<file path="config.mk">
export PLATFORM = sky130hd
export DESIGN_NAME = pipe_issue
export DESIGN_NICKNAME = d
export VERILOG_FILES = /design/src/rtl/pipe_issue.sv
export SDC_FILE = /design/constraint.sdc
export NUM_CORES = 1
export LEC_CHECK = 0
export ABC_AREA = 0
export CAP_MARGIN = 20
export CORE_MARGIN = 5
export CORE_UTILIZATION = 40
export DETAILED_ROUTE_END_ITERATION = 12
export HOLD_SLACK_MARGIN = 0.08
export PLACE_DENSITY = 0.62
export SLEW_MARGIN = 40
export SYNTH_ARGS = -nofsm -noshare
export SYNTH_HDL_FRONTEND = slang
export SYNTH_SLANG_ARGS = --single-unit
</file>
<file path="constraint.sdc">
create_clock -name clk -period 3.7 [get_ports clk]
set_input_delay 0.74 -clock clk [delete_from_list [all_inputs] [get_ports clk]]
set_output_delay 0.74 -clock clk [all_outputs]
set_load 0.02 [all_outputs]
</file>
<file path="src/rtl/pipe_issue.sv">
// pipe_issue: instruction issue unit in front of the operand-read / ALU /
// writeback pipeline. Instructions are buffered in a FIFO and issued one per
// clock through registered out_* fields. A bubble is inserted whenever the
// head instruction reads a register written by one of the last HAZ_WIN
// issue slots.
//
// Optional feature: define PIPE_ISSUE_STALL_CNT_EN to add a 16-bit
// saturating stall_cnt output that counts hazard bubbles.
//
// Handshake: an instruction transfers on a rising edge where
// in_valid && in_ready. in_ready is purely !full and never depends on
// in_valid or on a pop in the same cycle, so a full FIFO refuses the
// push even when the head is being issued on that edge.
module pipe_issue #(
  parameter int DEPTH   = 8,
  parameter int HAZ_WIN = 2
) (
  input  logic                     clk,
  input  logic                     rst,
  input  logic                     in_valid,
  output logic                     in_ready,
  input  logic [3:0]               in_rs1,
  input  logic [3:0]               in_rs2,
  input  logic [3:0]               in_rd,
  input  logic [3:0]               in_func,
  input  logic [7:0]               in_addr,
  input  logic                     issue_en,
  input  logic                     flush,
  output logic                     out_valid,
  output logic [3:0]               out_rs1,
  output logic [3:0]               out_rs2,
  output logic [3:0]               out_rd,
  output logic [3:0]               out_func,
  output logic [7:0]               out_addr,
`ifdef PIPE_ISSUE_STALL_CNT_EN
  output logic [15:0]              stall_cnt,
`endif
  output logic [$clog2(DEPTH):0]   count
);

  localparam int AW = $clog2(DEPTH);
  localparam logic [AW:0] FULL_CNT = DEPTH[AW:0];

  typedef struct packed {
    logic [3:0] rs1;
    logic [3:0] rs2;
    logic [3:0] rd;
    logic [3:0] func;
    logic [7:0] addr;
  } instr_t;

  instr_t          mem [DEPTH];
  instr_t          head;
  logic [AW-1:0]   wr_ptr;
  logic [AW-1:0]   rd_ptr;
  logic [AW:0]     cnt;
  logic            full;
  logic            empty;
  logic            push;
  logic            fire;
  logic            hazard;

  // Recently issued slots; slot0 always reflects what sits on out_*.
  logic [HAZ_WIN-1:0] win_v;
  logic [3:0]         win_rd [HAZ_WIN];

  assign full     = (cnt == FULL_CNT);
  assign empty    = (cnt == '0);
  assign in_ready = !full;
  assign count    = cnt;
  assign head     = mem[rd_ptr];
  // Flush wins over both push and issue on the same edge.
  assign push     = in_valid && !full && !flush;
  assign fire     = issue_en && !empty && !hazard && !flush;

  // RAW check: both sources are compared regardless of func.
  always_comb begin
    hazard = 1'b0;
    for (int i = 0; i < HAZ_WIN; i++) begin
      if (win_v[i] && ((win_rd[i] == head.rs1) || (win_rd[i] == head.rs2)))
        hazard = 1'b1;
    end
    if (empty)
      hazard = 1'b0;
  end

  // FIFO storage write; contents need no reset since count gates all reads.
  always_ff @(posedge clk) begin
    if (push)
      mem[wr_ptr] <= '{rs1: in_rs1, rs2: in_rs2, rd: in_rd,
                       func: in_func, addr: in_addr};
  end

  // Pointers and occupancy; pointers wrap naturally since DEPTH is 2^AW.
  always_ff @(posedge clk or posedge rst) begin
    if (rst) begin
      wr_ptr <= '0;
      rd_ptr <= '0;
      cnt    <= '0;
    end else if (flush) begin
      wr_ptr <= '0;
      rd_ptr <= '0;
      cnt    <= '0;
    end else begin
      if (push)
        wr_ptr <= wr_ptr + 1'b1;
      if (fire)
        rd_ptr <= rd_ptr + 1'b1;
      if (push && !fire)
        cnt <= cnt + 1'b1;
      else if (fire && !push)
        cnt <= cnt - 1'b1;
    end
  end

  // Hazard window shifts only on edges where the pipeline advances.
  always_ff @(posedge clk or posedge rst) begin
    if (rst) begin
      win_v <= '0;
      for (int i = 0; i < HAZ_WIN; i++)
        win_rd[i] <= '0;
    end else if (flush) begin
      win_v <= '0;
    end else if (issue_en) begin
      for (int i = 1; i < HAZ_WIN; i++) begin
        win_v[i]  <= win_v[i-1];
        win_rd[i] <= win_rd[i-1];
      end
      win_v[0]  <= fire;
      win_rd[0] <= head.rd;
    end
  end

  // Registered issue outputs; fields hold across bubbles and freezes.
  always_ff @(posedge clk or posedge rst) begin
    if (rst) begin
      out_valid <= 1'b0;
      out_rs1   <= '0;
      out_rs2   <= '0;
      out_rd    <= '0;
      out_func  <= '0;
      out_addr  <= '0;
    end else if (flush) begin
      out_valid <= 1'b0;
    end else if (issue_en) begin
      out_valid <= fire;
      if (fire) begin
        out_rs1  <= head.rs1;
        out_rs2  <= head.rs2;
        out_rd   <= head.rd;
        out_func <= head.func;
        out_addr <= head.addr;
      end
    end
  end

`ifdef PIPE_ISSUE_STALL_CNT_EN
  // Saturating count of bubbles caused by a hazard on a non-empty FIFO.
  always_ff @(posedge clk or posedge rst) begin
    if (rst)
      stall_cnt <= '0;
    else if (flush)
      stall_cnt <= '0;
    else if (issue_en && hazard && (stall_cnt != 16'hFFFF))
      stall_cnt <= stall_cnt + 16'd1;
  end
`endif

endmodule

</file>
# Yosys cells after proc, flatten, opt, wreduce, memory -nomap -nowiden
# Memories as Yosys holds them, arrays and structs flattened.
# Cells that the tools add are included.
# word_totals
regBits	45
ramBits	192
input_bits	29
out_inout_bits	30
word_cells	63
memories	1
# op_classes
add_sub_neg	4
eq_ne	5
muxes	16
n_bitwise	1
reduce_logical	24
# mem_list
name	words	word_bits	rd	rd_clocked_by_memory_dff	wr	line_no	text
mem	8	24	1	0	1	52	instr_t mem [DEPTH];
# op_table
cell	n
$eq 4x4->1	4
$mux 3	4
$mux 4	3
$logic_and 1x1->1	9
$mux 1	7
$add 3x1->3 const B	2
$logic_not 1->1	6
$reduce_bool 2->1	3
$add 4x1->4 const B	1
$eq 4x4->1 const B	1
$logic_not 4->1	1
$mux 2	2
$sub 4x1->4 const B	1
$reduce_and 3->1	1
$reduce_bool 3->1	1
$logic_or 1x1->1	2
$reduce_and 2->1	1
$not 1->1	1

# Depth between registers and ports, before layout
# An unclocked memory read counts as a cell.
# depth
word_depth	14
mapped_depth	18
mapped_depth_nobuf	15

# Worst setup path after synthesis
# No wires, ideal clock.
# synth_timing
path_kind	flip-flop to flip-flop
start	reg cnt[0], in the netlist count[0]
end	mem mem[0][0] (netlist bit), enable pin
setup_time_ns	0.435
t_arrival_ns	2.995
setup_slack_ns	0.270
path_stages_with_launch	6
n_path_buf	0
cell_sequence	dfrtp_1 -> nor3_1 -> nand2_1 -> nand2_1 -> or3_1 -> nor3_1
# synth_between
elab_chain_cells	6
# synth_lines
item	line_no	text
start: declaration	56	logic [AW:0] cnt;
start signal: assignment	110	cnt <= cnt + 1'b1;
start signal: assignment	112	cnt <= cnt - 1'b1;
$eq 4x4->1	67	assign full = (cnt == FULL_CNT);
$logic_not 1->1	--	
via in_ready	21	output logic in_ready,
$logic_and 1x1->1 (2 in series)	73	assign push = in_valid && !full && !flush;
$mux 1	89	if (push)
$mux 1 (implied by the code)	90	mem[wr_ptr] <= '{rs1: in_rs1, rs2: in_rs2, rd: in_rd,
end: declaration	52	
# The timed path passes the listed nets, and every way through them passes these cells.

# Worst setup path after layout
# layout_timing
start	reg rd_ptr[0]
end	reg cnt[3], in the netlist count[3]
# layout_between
elab_chain_cells	14
# layout_lines
item	line_no	text
start: declaration	55	logic [AW-1:0] rd_ptr;
start signal: assignment	108	rd_ptr <= rd_ptr + 1'b1;
$mem_v2 8x24 *	--	
$eq 4x4->1	80	if (win_v[i] && ((win_rd[i] == head.rs1) || (win_rd[i] == head.rs2)))
$logic_or 1x1->1	80	
$logic_and 1x1->1	80	
$mux 1	80	
$mux 1 *	80	
$mux 1 *	83	if (empty)
$logic_not 1->1 *	74	assign fire = issue_en && !empty && !hazard && !flush;
$logic_and 1x1->1 * (2 in series)	74	
$logic_not 1->1	109	if (push && !fire)
$logic_and 1x1->1	109	
$mux 4	109	
$mux 4	100	end else if (flush) begin
# Mark *: on every way between the ends. The rest lies on a longest branch, timed or not.
# A chain may end at the register's enable or synchronous reset.

==> summary.txt <==
Outcome
  • Outcome: completed

GRT
  • Pin count of the biggest net entering global routing: 35
  • Vias in the first global route: 5,030
  • Grt total ovfl: 0
  • Total GRT Usage: 14.4%
  • Initial antenna violation count: 1
  • Global-route wire length before repair: 29,400 um

Pwr
  • Power Density: 690 nW/um^2
  • Maximum VDD drop: 0.000284 V
  • Leak: 3.84 nW

Clock network
  • CTS tree: built
  • H-tree Lvls: 1
  • Max Root-Sink Buffers: 3
  • Clk sink count: 236
  • CTS Buf Count: 24
  • Clock Root Buffer: clkbuf_16
  • Worst skew pair latency: 0.51 ns
  • Clk slew on worst S/H paths: 0.06 ns

Yosys
  • Post-Syn Nets: 545
  • Register area share after synthesis: 73.0%
  • Synth area leader: edfxtp_1
  • Area contributors post-synth: edfxtp_1 (61%), dfrtp_1 (12%), mux4_2 (9.1%)
  • FFs w/ async S/R, synth: 18.6%
  • Synth Register Bits: 236
  • Mapped Cells: 511
  • Yosys cell types: 43
  • EDFF count, synth: 192
  • Most frequent cells after synthesis: edfxtp_1 (192), dfrtp_1 (44), mux4_2 (38)
  • Synthesized area per cell: 18.4 um^2
  • Synth Cell Area: 9410 um^2
  • Synth top area share: 61.3%
  • Most frequent cell after synthesis: edfxtp_1
  • Ys Warns: 0
  • Primary FF master, synth: edfxtp_1

Layout
  • Antenna cell count: 0
  • Non-Filler Instances: 937
  • Fraction of layout cells with a size suffix above 1: 23.8%
  • Fillers: 1,915
  • Layout area overhead: 21.3%
  • Fin area: 11,400 um^2
  • Final net count: 637

Setup path
  • R2R cell count: 15
  • RR Startpoint: rd_ptr[0]$_DFFE_PP0P_
  • R2R Path End: count[3]$_DFFE_PP0P_
  • Crit Path Max Fanout: 8
  • Crit path largest cell delay: 0.52 ns
  • CP arrival: 3.96 ns
  • Worst path bufs/invs: 1
  • R2r setup slk: 0.13 ns
  • Worst setup SP type: flip-flop
  • Crit-path slowest cell: dfrtp_4
  • CP Data Required Time: 4.09 ns
  • CP top delay family: compound AO/OA/AOI/OAI gates
  • Critical path type: reg2reg
  • Critical Path End Type: flip-flop
  • Crit-path cells: buf_4, mux4_2, mux2i_4, xnor2_1, nor3_1, a22oi_1, o21a_1, nand2_1, nand2_1, ha_1, a21o_1, a21o_1, nor4_2, o21ai_0, nor3b_2
  • Crit path launch: rd_ptr[0]$_DFFE_PP0P_

Die
  • Initial core utilization: 40.3%
  • Die area: 26,700 um^2
  • Die width: 163 um
  • Row count: 56
  • Core area: 23,300 um^2
  • Total I/O pin count: 59
  • Die Ht: 163 um

STA
  • Final setup vio count: 0
  • Setup TNS: 0 ns
  • FMAX: 280 MHz
  • Final Hold Fails: 0
  • Tcrit/Tclk final: 96.6%
  • Minimum clock period: 3.57 ns
  • Count of pins over their slew limit: 0
  • Pin slew with the least headroom to its limit: 0.616 ns
  • Clock skew: 0.0145 ns
  • RSZ-0062 raised after global routing: false
  • Slew headroom: 58.9%
  • Final hold slack: 0.477 ns

Drt
  • Post-DR vias/cell: 5.11
  • Antenna Nets Post-Route: 0
  • DRC marker count from the first detailed-route iteration: 325
  • Pre-Repair DR Iteration Count: 4
  • DR DRC count: 0
  • Drt wl/cell: 20.3 um
  • Via count: 4,791
  • Final wirelength: 19,000 um

Worst hold path
  • HP Start: out_rs2[3]$_DFFE_PP0P_
  • Hold path cells: 2
  • Hold EP: out_rs2[3]$_DFFE_PP0P_
  • HP Class: reg2reg

Placed design
  • Placed cell area: 10,500 um^2
  • Final RePlAce weighted congestion: 0.862
  • Cell count after placement: 891
  • Post-DP HPWL: 11,900 um
  • Port Buffers: 58

Flow run
  • Max-cap violation count: 0
-- flip-flops by register name (all words and copies together) (netlist names) --
signal    count
mem         192
out_addr      8
win_rd        8
count         4
out_func      4
out_rd        4
out_rs1       4
out_rs2       4
rd_ptr        3
wr_ptr        3
win_v         2
-- area by class of cell --
class	count	area, um^2	share of cell area (%)
multi-input combinational	247	2460	21.5
sequential	236	6870	60.2
inverter	6	23.8	0.208
timing repair buffer	88	861	7.54
tap	319	399	3.50
clock inverter	15	186	1.63
clock buffer	26	618	5.41
-- layer usage --
| metal | vias up | global-route usage [%] | routed length (um) |
|---|---|---|---|
| met5 | - | 0 | 13 |
| met4 | 2 | 3.74 | 265 |
| met3 | 18 | 2.67 | 1170 |
| met2 | 126 | 24.8 | 9530 |
| met1 | 2455 | 18.9 | 8040 |
| li1 | 2190 | - | - |
-- timing repair --
action | CTS | global route
buffers inserted | 0 | 4
endpoints found under the setup margin | 0 | 1
resized for setup | 0 | 14
hold buffers | 0 | 0
-- worst max-delay path by stage --
stage	endpoint	slack (ns)	depth (start not counted)
after floorplan	mem[0][0]$_DFFE_PP_	0.27	5
after global placement	count[3]$_DFFE_PP0P_	0.19	15
after detailed placement	count[3]$_DFFE_PP0P_	0.05	15
after CTS	count[3]$_DFFE_PP0P_	0.05	15
after global routing	count[3]$_DFFE_PP0P_	0.02	16
final	count[3]$_DFFE_PP0P_	0.13	15
-- per-stage QoR --
stage                     setup WS, ns  total power (W)  util [%]
after floorplan                  0.270          0.00473         -
after global placement           0.193          0.00539      45.0
after global routing            0.0209          0.00826      48.9
final                            0.127          0.00788      48.9
after CTS                       0.0514          0.00788      48.4
after detailed placement        0.0538          0.00543      45.0
-- worst register-to-register path, cell delays in order, from the launching register on --
cell and delay (ns):
dfrtp_4 0.52, buf_4 0.16, mux4_2 0.52, mux2i_4 0.23, xnor2_1 0.10, nor3_1 0.20
a22oi_1 0.14, o21a_1 0.24, nand2_1 0.11, nand2_1 0.10, ha_1 0.28, a21o_1 0.17
a21o_1 0.19, nor4_2 0.19, o21ai_0 0.15, nor3b_2 0.17
-- logic make-up (layout without fill, tap and decap cells) --
group | after synthesis | in the layout | synth area share (%)
flip-flops | 236 | 236 | 73.0
XOR/XNOR | 15 | 15 | 1.40
buffers and inverters | 28 | 135 | 1.84
AND/OR/NAND/NOR | 82 | 82 | 4.19
AO/OA/AOI/OAI | 54 | 54 | 3.58
multiplexers | 91 | 91 | 15.3
adder cells (fa/ha/maj) | 5 | 5 | 0.745
-- report_power, final --
part / switching [W] / internal (W)
clock network: 0.000962 / 0.00148
registers: 0.000217 / 0.00316
logic: 0.00103 / 0.00103
total: 0.00221 / 0.00567
-- cells in the final DEF (no fill, tap or decap), drive strengths merged, types with 14 or more instances in the layout --
master,Yosys,final
mux2i,37,37
buf,15,29
mux2,16,16
dfrtp,44,44
clkbuf,7,27
mux4,38,38
o21ai,27,27
clkdlybuf4s50,0,58
nor2,14,14
edfxtp,192,192
nand2,33,33
(Power assumes the default switching activity.)
